## src/rtl/mem_arbiter.sv

```systemverilog
// Shares one memory bus between the instruction-fetch port and the load/store port.
// Data normally wins; a starvation counter forces fetch priority after STARVE_LIMIT data wins.
module mem_arbiter #(
   parameter int XLEN         = 32,
   parameter int STARVE_LIMIT = 4
) (
   input  logic            clk,
   input  logic            reset,
   input  logic            if_req,
   input  logic [XLEN-1:0] if_addr,
   input  logic            if_flush,
   output logic            if_done,
   output logic [XLEN-1:0] if_rdata,
   input  logic            d_req,
   input  logic            d_we,
   input  logic [3:0]      d_wstrb,
   input  logic [XLEN-1:0] d_addr,
   input  logic [XLEN-1:0] d_wdata,
   output logic            d_done,
   output logic [XLEN-1:0] d_rdata,
   output logic            mem_req,
   output logic            mem_we,
   output logic [3:0]      mem_wstrb,
   output logic [XLEN-1:0] mem_addr,
   output logic [XLEN-1:0] mem_wdata,
   input  logic [XLEN-1:0] mem_rdata,
   input  logic            mem_ack,
   output logic            stall_if,
   output logic            stall_mem,
   output logic [1:0]      o_dbg_state,
   output logic [3:0]      o_dbg_starve_cnt
);

   localparam logic [3:0] LIMIT = 4'(STARVE_LIMIT);

   // Handshake: a requester holds req (and its address/data) stable until the
   // matching done pulse; the memory holds nothing and answers a registered
   // mem_req with exactly one mem_ack cycle.
   typedef enum logic [1:0] {
      IDLE   = 2'd0,
      BUSY_I = 2'd1,
      BUSY_D = 2'd2
   } state_t;

   state_t     r_state;
   logic [3:0] r_starve_cnt;
   logic       r_discard;

   logic w_idle;
   logic w_fetch_cand;
   logic w_starved;
   logic w_grant_i;
   logic w_grant_d;

   assign w_idle       = (r_state == IDLE);
   assign w_fetch_cand = if_req & ~if_flush;
   assign w_starved    = (r_starve_cnt == LIMIT);
   assign w_grant_i    = w_idle & w_fetch_cand & (~d_req | w_starved);
   assign w_grant_d    = w_idle & d_req & ~w_grant_i;

   always_ff @(posedge clk or negedge reset) begin
      if (!reset) begin
         r_state      <= IDLE;
         r_starve_cnt <= 4'd0;
         r_discard    <= 1'b0;
         mem_req      <= 1'b0;
         mem_we       <= 1'b0;
         mem_wstrb    <= 4'h0;
         mem_addr     <= '0;
         mem_wdata    <= '0;
      end else begin
         case (r_state)
            IDLE: begin
               // Fetch grants carry no write payload, so wdata is zeroed too.
               if (w_grant_i) begin
                  r_state      <= BUSY_I;
                  r_starve_cnt <= 4'd0;
                  mem_req      <= 1'b1;
                  mem_we       <= 1'b0;
                  mem_wstrb    <= 4'h0;
                  mem_addr     <= if_addr;
                  mem_wdata    <= '0;
               end else if (w_grant_d) begin
                  r_state   <= BUSY_D;
                  mem_req   <= 1'b1;
                  mem_we    <= d_we;
                  mem_wstrb <= d_we ? d_wstrb : 4'h0;
                  mem_addr  <= d_addr;
                  mem_wdata <= d_wdata;
                  if (if_req && (r_starve_cnt < LIMIT)) begin
                     r_starve_cnt <= r_starve_cnt + 4'd1;
                  end
               end
            end
            BUSY_I: begin
               if (mem_ack) begin
                  r_state   <= IDLE;
                  mem_req   <= 1'b0;
                  r_discard <= 1'b0;
               end else if (if_flush) begin
                  r_discard <= 1'b1;
               end
            end
            BUSY_D: begin
               if (mem_ack) begin
                  r_state <= IDLE;
                  mem_req <= 1'b0;
               end
            end
            default: begin
               r_state   <= IDLE;
               mem_req   <= 1'b0;
               r_discard <= 1'b0;
            end
         endcase
      end
   end

   // A flushed fetch still finishes on the bus but never reaches the core.
   assign d_done  = mem_ack & (r_state == BUSY_D);
   assign if_done = mem_ack & (r_state == BUSY_I) & ~r_discard & ~if_flush;

   assign if_rdata  = mem_rdata;
   assign d_rdata   = mem_rdata;
   assign stall_if  = if_req & ~if_done;
   assign stall_mem = d_req & ~d_done;

   assign o_dbg_state      = r_state;
   assign o_dbg_starve_cnt = r_starve_cnt;

`ifndef SYNTHESIS
   a_req_matches_state : assert property (@(posedge clk) disable iff (!reset)
      mem_req == (r_state != IDLE));
   a_starve_in_range : assert property (@(posedge clk) disable iff (!reset)
      r_starve_cnt <= LIMIT);
   a_discard_only_in_fetch : assert property (@(posedge clk) disable iff (!reset)
      r_discard |-> (r_state == BUSY_I));
   a_bus_stable : assert property (@(posedge clk) disable iff (!reset)
      ((r_state != IDLE) && !mem_ack) |=> ($stable(mem_addr) && $stable(mem_wdata)
                                           && $stable(mem_wstrb) && $stable(mem_we)));
`endif

endmodule

```

## config.mk

```make
export PLATFORM = sky130hd
export DESIGN_NAME = mem_arbiter
export DESIGN_NICKNAME = d
export VERILOG_FILES = /design/src/rtl/mem_arbiter.sv
export SDC_FILE = /design/constraint.sdc
export NUM_CORES = 1
export LEC_CHECK = 0
export ABC_AREA = 1
export ABC_CLOCK_PERIOD_IN_PS = 3300
export BUFFER_PORTS_ARGS = -buffer_cell sky130_fd_sc_hd__buf_2
export CAP_MARGIN = 20
export CORE_AREA = 5 5 106 108
export CTS_BUF_LIST = sky130_fd_sc_hd__clkbuf_16
export CTS_CLUSTER_DIAMETER = 60
export DETAILED_ROUTE_END_ITERATION = 8
export DIE_AREA = 0 0 111 113
export GPL_ROUTABILITY_DRIVEN = 0
export MAX_ROUTING_LAYER = met4
export PLACE_DENSITY = 0.86
export SLEW_MARGIN = 40
export SYNTH_ARGS = -nofsm -noshare
export SYNTH_HDL_FRONTEND = slang
export SYNTH_SLANG_ARGS = --single-unit
```

## constraint.sdc

```tcl
create_clock -name clk -period 3.3 [get_ports clk]
set_input_delay 0.66 -clock clk [delete_from_list [all_inputs] [get_ports clk]]
set_output_delay 0.66 -clock clk [all_outputs]
set_load 0.05 [all_outputs]
```

# Yosys cells after proc, flatten, opt, wreduce, memory -nomap -nowiden
# Index checks and enable logic that the tools add are counted.
# W data, S select, Z words.
[word_totals]
register_bits = 77
in_bits = 139
[classes]
addsub = 1
n_lt_le_gt_ge = 1
n_eq_ne = 6
n_mux = 23
n_bitwise = 19
reduce_logical = 10
[ops]
columns = ["cell", "n"]
rows = [
  ["$mux W32", 4],
  ["$mux W4", 6],
  ["$and A1 B1 Y1", 11],
  ["$mux W1", 7],
  ["$not A1 Y1", 7],
  ["$mux W2", 3],
  ["$reduce_and A2 Y1", 3],
  ["$add A4 B1 Y4 const B", 1],
  ["$eq A4 B3 Y1 const B", 1],
  ["$lt A4 B3 Y1 const B", 1],
  ["$pmux W1 S2", 2],
  ["$pmux W2 S2", 1],
  ["$reduce_bool A2 Y1", 2],
  ["$reduce_or A2 Y1", 2],
  ["$ne A3 B1 Y1 const B", 1],
  ["$ne A3 B3 Y1 const B", 1],
  ["$reduce_and A3 Y1", 1],
  ["$eq A2 B1 Y1 const B", 1],
  ["$eq A2 B2 Y1 const B", 1],
  ["$logic_not A2 Y1", 1],
  ["$ne A2 B1 Y1 const B", 1],
  ["$logic_and A1 B1 Y1", 1],
  ["$or A1 B1 Y1", 1],
]

# Depth between registers and ports, before layout
[depth]
word_depth = 9
depth_mapped = 9
mapped_depth_nobuf = 8

# Worst setup path after synthesis
# No wires, ideal clock.
[synth_path]
path_kind = "register to output"
start = "register r_state[0], in the netlist o_dbg_state[0]"
end = "output stall_if"
t_arrival_ns = 2.585
required_ns = 2.640
path_slack_ns = 0.055
path_stages_with_launch = 5
n_path_buf = 0
cell_sequence = "dfrtp_1 > ha_1 > nand2_1 > nor3_1 > nor2_1"
[synth_between]
elab_chain_cells = 6
[synth_lines]
columns = ["element", "line", "rtl"]
rows = [
  ["from (decl)", "45", "state_t r_state;"],
  ["from (signal assigned)", "63", "r_state <= IDLE;"],
  ["from (signal assigned)", "76", "r_state <= BUSY_I;"],
  ["from (signal assigned)", "84", "r_state <= BUSY_D;"],
  ["$eq A2 B1 Y1", "121", "assign if_done = mem_ack & (r_state == BUSY_I) & ~r_discard & ~if_flush;"],
  ["$and A1 B1 Y1 (3 in a row)", "121", ""],
  ["via if_done", "12", "output logic if_done,"],
  ["$not A1 Y1", "125", "assign stall_if = if_req & ~if_done;"],
  ["$and A1 B1 Y1", "125", ""],
  ["to (decl)", "28", "output logic stall_if,"],
]
# The timed path passes the listed nets, and every way through them passes these cells.

# Final worst setup path
[layout_path]
start = "register r_state[1], in the netlist o_dbg_state[1]"
end = "output if_done"
[layout_between]
elab_chain_cells = 4
[layout_lines]
columns = ["element", "line"]
rows = [
  ["$eq A2 B1 Y1", "121"],
  ["$and A1 B1 Y1 (3 in a row)", "121"],
  ["to (decl)", "12"],
]
# No other way between the ends.

==> reports/qor_table.md <==
| Parameter | Value |
|---|---|
| Result of the run | finished, final reports clean |
| Worst min path class | input pin to asynchronous set/reset pin |
| FF+latch count, synth | 77 |
| Count of input and output buffers | 186 |
| Biggest area consumer among synthesized cells | sky130_fd_sc_hd__dfrtp_1 |
| Pin count of the biggest net entering global routing | 78 |
| Sum Neg Setup Slack | 0 ps |
| Synth area leaders | sky130_fd_sc_hd__dfrtp_1 48%, sky130_fd_sc_hd__nand2_1 15%, sky130_fd_sc_hd__nand3_1 13% |
| Power dissipated by switching net loads | 3.11 mW |
| CP Max Fanout | 4 |
| Die height | 113 um |
| F_max | 0.457 GHz |
| Total number of placement rows | 37 |
| Critical path class | register to primary output |
| Longest Clk Path Bufs | 2 |
| Internal power component | 2.74 mW |
| Diodes inserted | 0 |
| Number of hold violations in the final report | 0 |
| Power per cell area | 1210 nW/um^2 |
| Number of vias in the routed layout | 3,487 |
| Vias in the first global route | 3,387 |
| Post-cts hold buffer count | 0 |
| Slew margin rel. | 52.6% |
| Parity-gate share of the synthesized area counting xor and xnor cells | 0% |
| WP data required | 2640 ps |
| Comb power frac | 54.3% |
| Worst setup skew after layout | 8.28 ps |
| Fraction of the mapped netlist area in simple logic gates | 30.0% |
| Number of distinct library cells after synthesis | 22 |
| Post-detailed-route count of antenna-violating nets | 0 |
| Total power of the final layout | 5.85 mW |
| Post-Synthesis Cells | 488 |
| Mean number of vias per cell | 4.69 |
| Final setup violation count | 0 |
| Floorplan Core Area | 10,100 sq um |
| TritonCTS clock tree | built |
| Length of routed wiring on met1 | 4.44 mm |
| Area fraction of the dominant cell type after synthesis | 48.3% |
| Critical Path Max Stage Delay | 420 ps |
| Worst path depth | 5 |
| Switching share of total power | 53.1% |
| Crit path time final | 2190 ps |
| Post-detailed-routing wire length | 11.0 mm |
| Number of nets in the layout | 746 |
| Die width | 111 um |
| Number of pins exceeding their max-slew limit in the final report | 0 |
| RSZ-0062 raised after global routing | no |
| Top cell family by delay on the critical path | flip-flops |
| Growth of design area from synthesis to finish | 21.1% |
| Worst path bufs/invs | 2 |
| Worst voltage drop across the vdd grid | 0.549 mV |
| Overall track demand over capacity in global routing | 17.4% |
| First-pass GRT wire length | 17.2 mm |
| CTS buffer count | 9 |
| Total iterations of the first detailed-routing run | 4 |
| DP Wirelength | 8.13 mm |
| Cell-by-cell listing of the critical path | inv_1 -> ha_1 -> nand2_1 -> nor3_1 -> buf_2 |
| Compound-gate portion of the synthesized area | 1.10% |
| CTS clock-pin slew for the worst setup and hold paths | 60 ps |
| Main combinational cell family by area after synthesis | simple AND/OR/NAND/NOR gates |
| I/O pin count | 283 |
| Starting utilization of the core area | 39.3% |
| Post-route DRC violation count | 0 |
| CTS H-Tree Depth | 3 |
| Clock sinks | 77 |
| Worst-path cell with the longest stage delay | sky130_fd_sc_hd__dfrtp_1 |
| Number of design-rule violations left by the first detailed-router iteration | 287 |
| Average detailed-routed wire length per instance | 14.8 um |
| Clock power frac | 17.8% |
| Met3 Wirelength | 781 um |
| P_leak | 2.80 nW |
| Worst Reg2Reg Path Length in Cells | 7 |
| Routed length on met2 | 5.55 mm |
| Die area | 12,500 sq um |
| Critical path arrival | 1530 ps |
| CTS Root Cell | sky130_fd_sc_hd__clkbuf_16 |
| Fraction of the yosys area taken by sequential cells | 48.3% |
| Pin slew with the least headroom to its limit | 711 ps |
| Final clock period utilization by the worst path | 66.4% |
| Post-CTS repair timing setup buffer count | 0 |
| Grt ovf | 0 |
| Number of antenna violations at the first check in global routing | 0 |
| Max-cap violations | 0 |
| Synthesized Nets | 632 |
| Post-synthesis mux area share | 0% |
| Clk Latency, worst-skew pair | 320 ps |
| Synthesized area divided by synthesized cell count | 8.17 sq um |
| Critical path launch point type | register |
| Sequential group share of total power | 27.9% |
| Share of synthesized cell area in full adder, half adder and majority cells | 1.57% |
| Area of the mapped netlist | 3990 sq um |
| Share of final-layout standard cells stronger than drive strength 1 | 35.3% |
| Crit path capture type | primary output |
| Post-CTS Resized | 0 |
| Total number of yosys warnings | 0 |
| Highest signal layer in the routed design | met4 |
[kinds of logic (layout without fill, tap and decap cells)]
logic type | after synthesis | after routing
adder cells (fa/ha/maj) | 5 | 5
AO/OA/AOI/OAI | 8 | 8
flip-flops | 77 | 77
buffers and inverters | 121 | 240
AND/OR/NAND/NOR | 277 | 277
[per-layer routing]
metal,vias up,global-route usage (%)
met3,27,4.22
li1,1703,-
met1,1593,20.3
met2,164,29.2
met5,-,-
met4,0,6.16
[registers in the layout, summed over array words and instances (netlist names)]
register / flops
mem_we: 1
o_dbg_starve_cnt: 4
mem_addr: 32
o_dbg_state: 2
r_discard: 1
mem_req: 1
mem_wstrb: 4
mem_wdata: 32
[through the flow]
stage	cells	setup WS (ps)	cell area [sq um]	hold WS [ps]	utilization (%)
after floorplan	488	54.7	3990	364	-
after global placement	727	1320	4510	457	44.5
after detailed placement	727	1270	4510	461	44.5
after CTS	743	1090	4830	387	47.6
after global routing	743	995	4830	420	47.6
final	743	1110	4830	354	47.6
[cell usage after synthesis]
cell type                  instances
sky130_fd_sc_hd__nand2_1         157
sky130_fd_sc_hd__inv_2             2
sky130_fd_sc_hd__o22ai_1           1
sky130_fd_sc_hd__nand3_1         101
sky130_fd_sc_hd__o21bai_1          1
sky130_fd_sc_hd__inv_4             1
sky130_fd_sc_hd__inv_1            30
sky130_fd_sc_hd__ha_1              5
sky130_fd_sc_hd__buf_6             4
sky130_fd_sc_hd__nand4_1           3
sky130_fd_sc_hd__or2_2             1
sky130_fd_sc_hd__o21ai_0           4
sky130_fd_sc_hd__nand2_2           2
sky130_fd_sc_hd__buf_2            18
sky130_fd_sc_hd__nor2_1           10
sky130_fd_sc_hd__dfrtp_1          77
sky130_fd_sc_hd__nand3_2           1
sky130_fd_sc_hd__nand2_4           1
sky130_fd_sc_hd__clkinv_4          1
sky130_fd_sc_hd__o21ai_1           2
sky130_fd_sc_hd__nor3_1            1
sky130_fd_sc_hd__buf_4            65
[layout by cell type, fill, tap and decap left out, types with 2 or more instances in the layout]
master,n
sky130_fd_sc_hd__inv_2,2
sky130_fd_sc_hd__clkbuf_16,9
sky130_fd_sc_hd__buf_4,3
sky130_fd_sc_hd__nand2_1,157
sky130_fd_sc_hd__nand4_1,3
sky130_fd_sc_hd__o21ai_0,4
sky130_fd_sc_hd__clkinvlp_4,3
sky130_fd_sc_hd__o21ai_1,2
sky130_fd_sc_hd__nor2_1,10
sky130_fd_sc_hd__dfrtp_1,77
sky130_fd_sc_hd__buf_2,185
sky130_fd_sc_hd__nand2_2,2
sky130_fd_sc_hd__ha_1,5
sky130_fd_sc_hd__inv_1,31
sky130_fd_sc_hd__nand3_1,101
sky130_fd_sc_hd__bufinv_16,2
[path summary, 6_finish.rpt]
| path | from | endpoint | slack, ps |
|---|---|---|---|
| max | o_dbg_state[1] | if_done | 1110 |
| min | reset | mem_addr[23] | 350 |
| max reg2reg | o_dbg_state[1] | mem_wstrb[1] | 1360 |
| min reg2reg | mem_wdata[27] | mem_wdata[27] | 470 |
| max in group asynchronous | reset | mem_addr[1] | 2470 |
| min in group clk | mem_wdata[27] | mem_wdata[27] | 470 |
[final cells by class]
class                      instances  area, sq um
fill                            1026         5310
clock inverter                     7         91.3
clock buffer                       9          225
inverter                          34          135
timing repair buffer             190          980
multi-input combinational        290         1300
tap                              136          170
sequential                        77         1930
[power by group through the flow]
stage	Combinational, mW	Clock [mW]	Sequential (mW)
final	3.18	1.04	1.63
after global routing	3.38	1.11	1.69
after CTS	3.22	1.07	1.63
after detailed placement	3.22	0	1.63
after global placement	3.16	0	1.63
after floorplan	1.06	0	3.19
No activity file was read; power rests on OpenSTA's default activity.
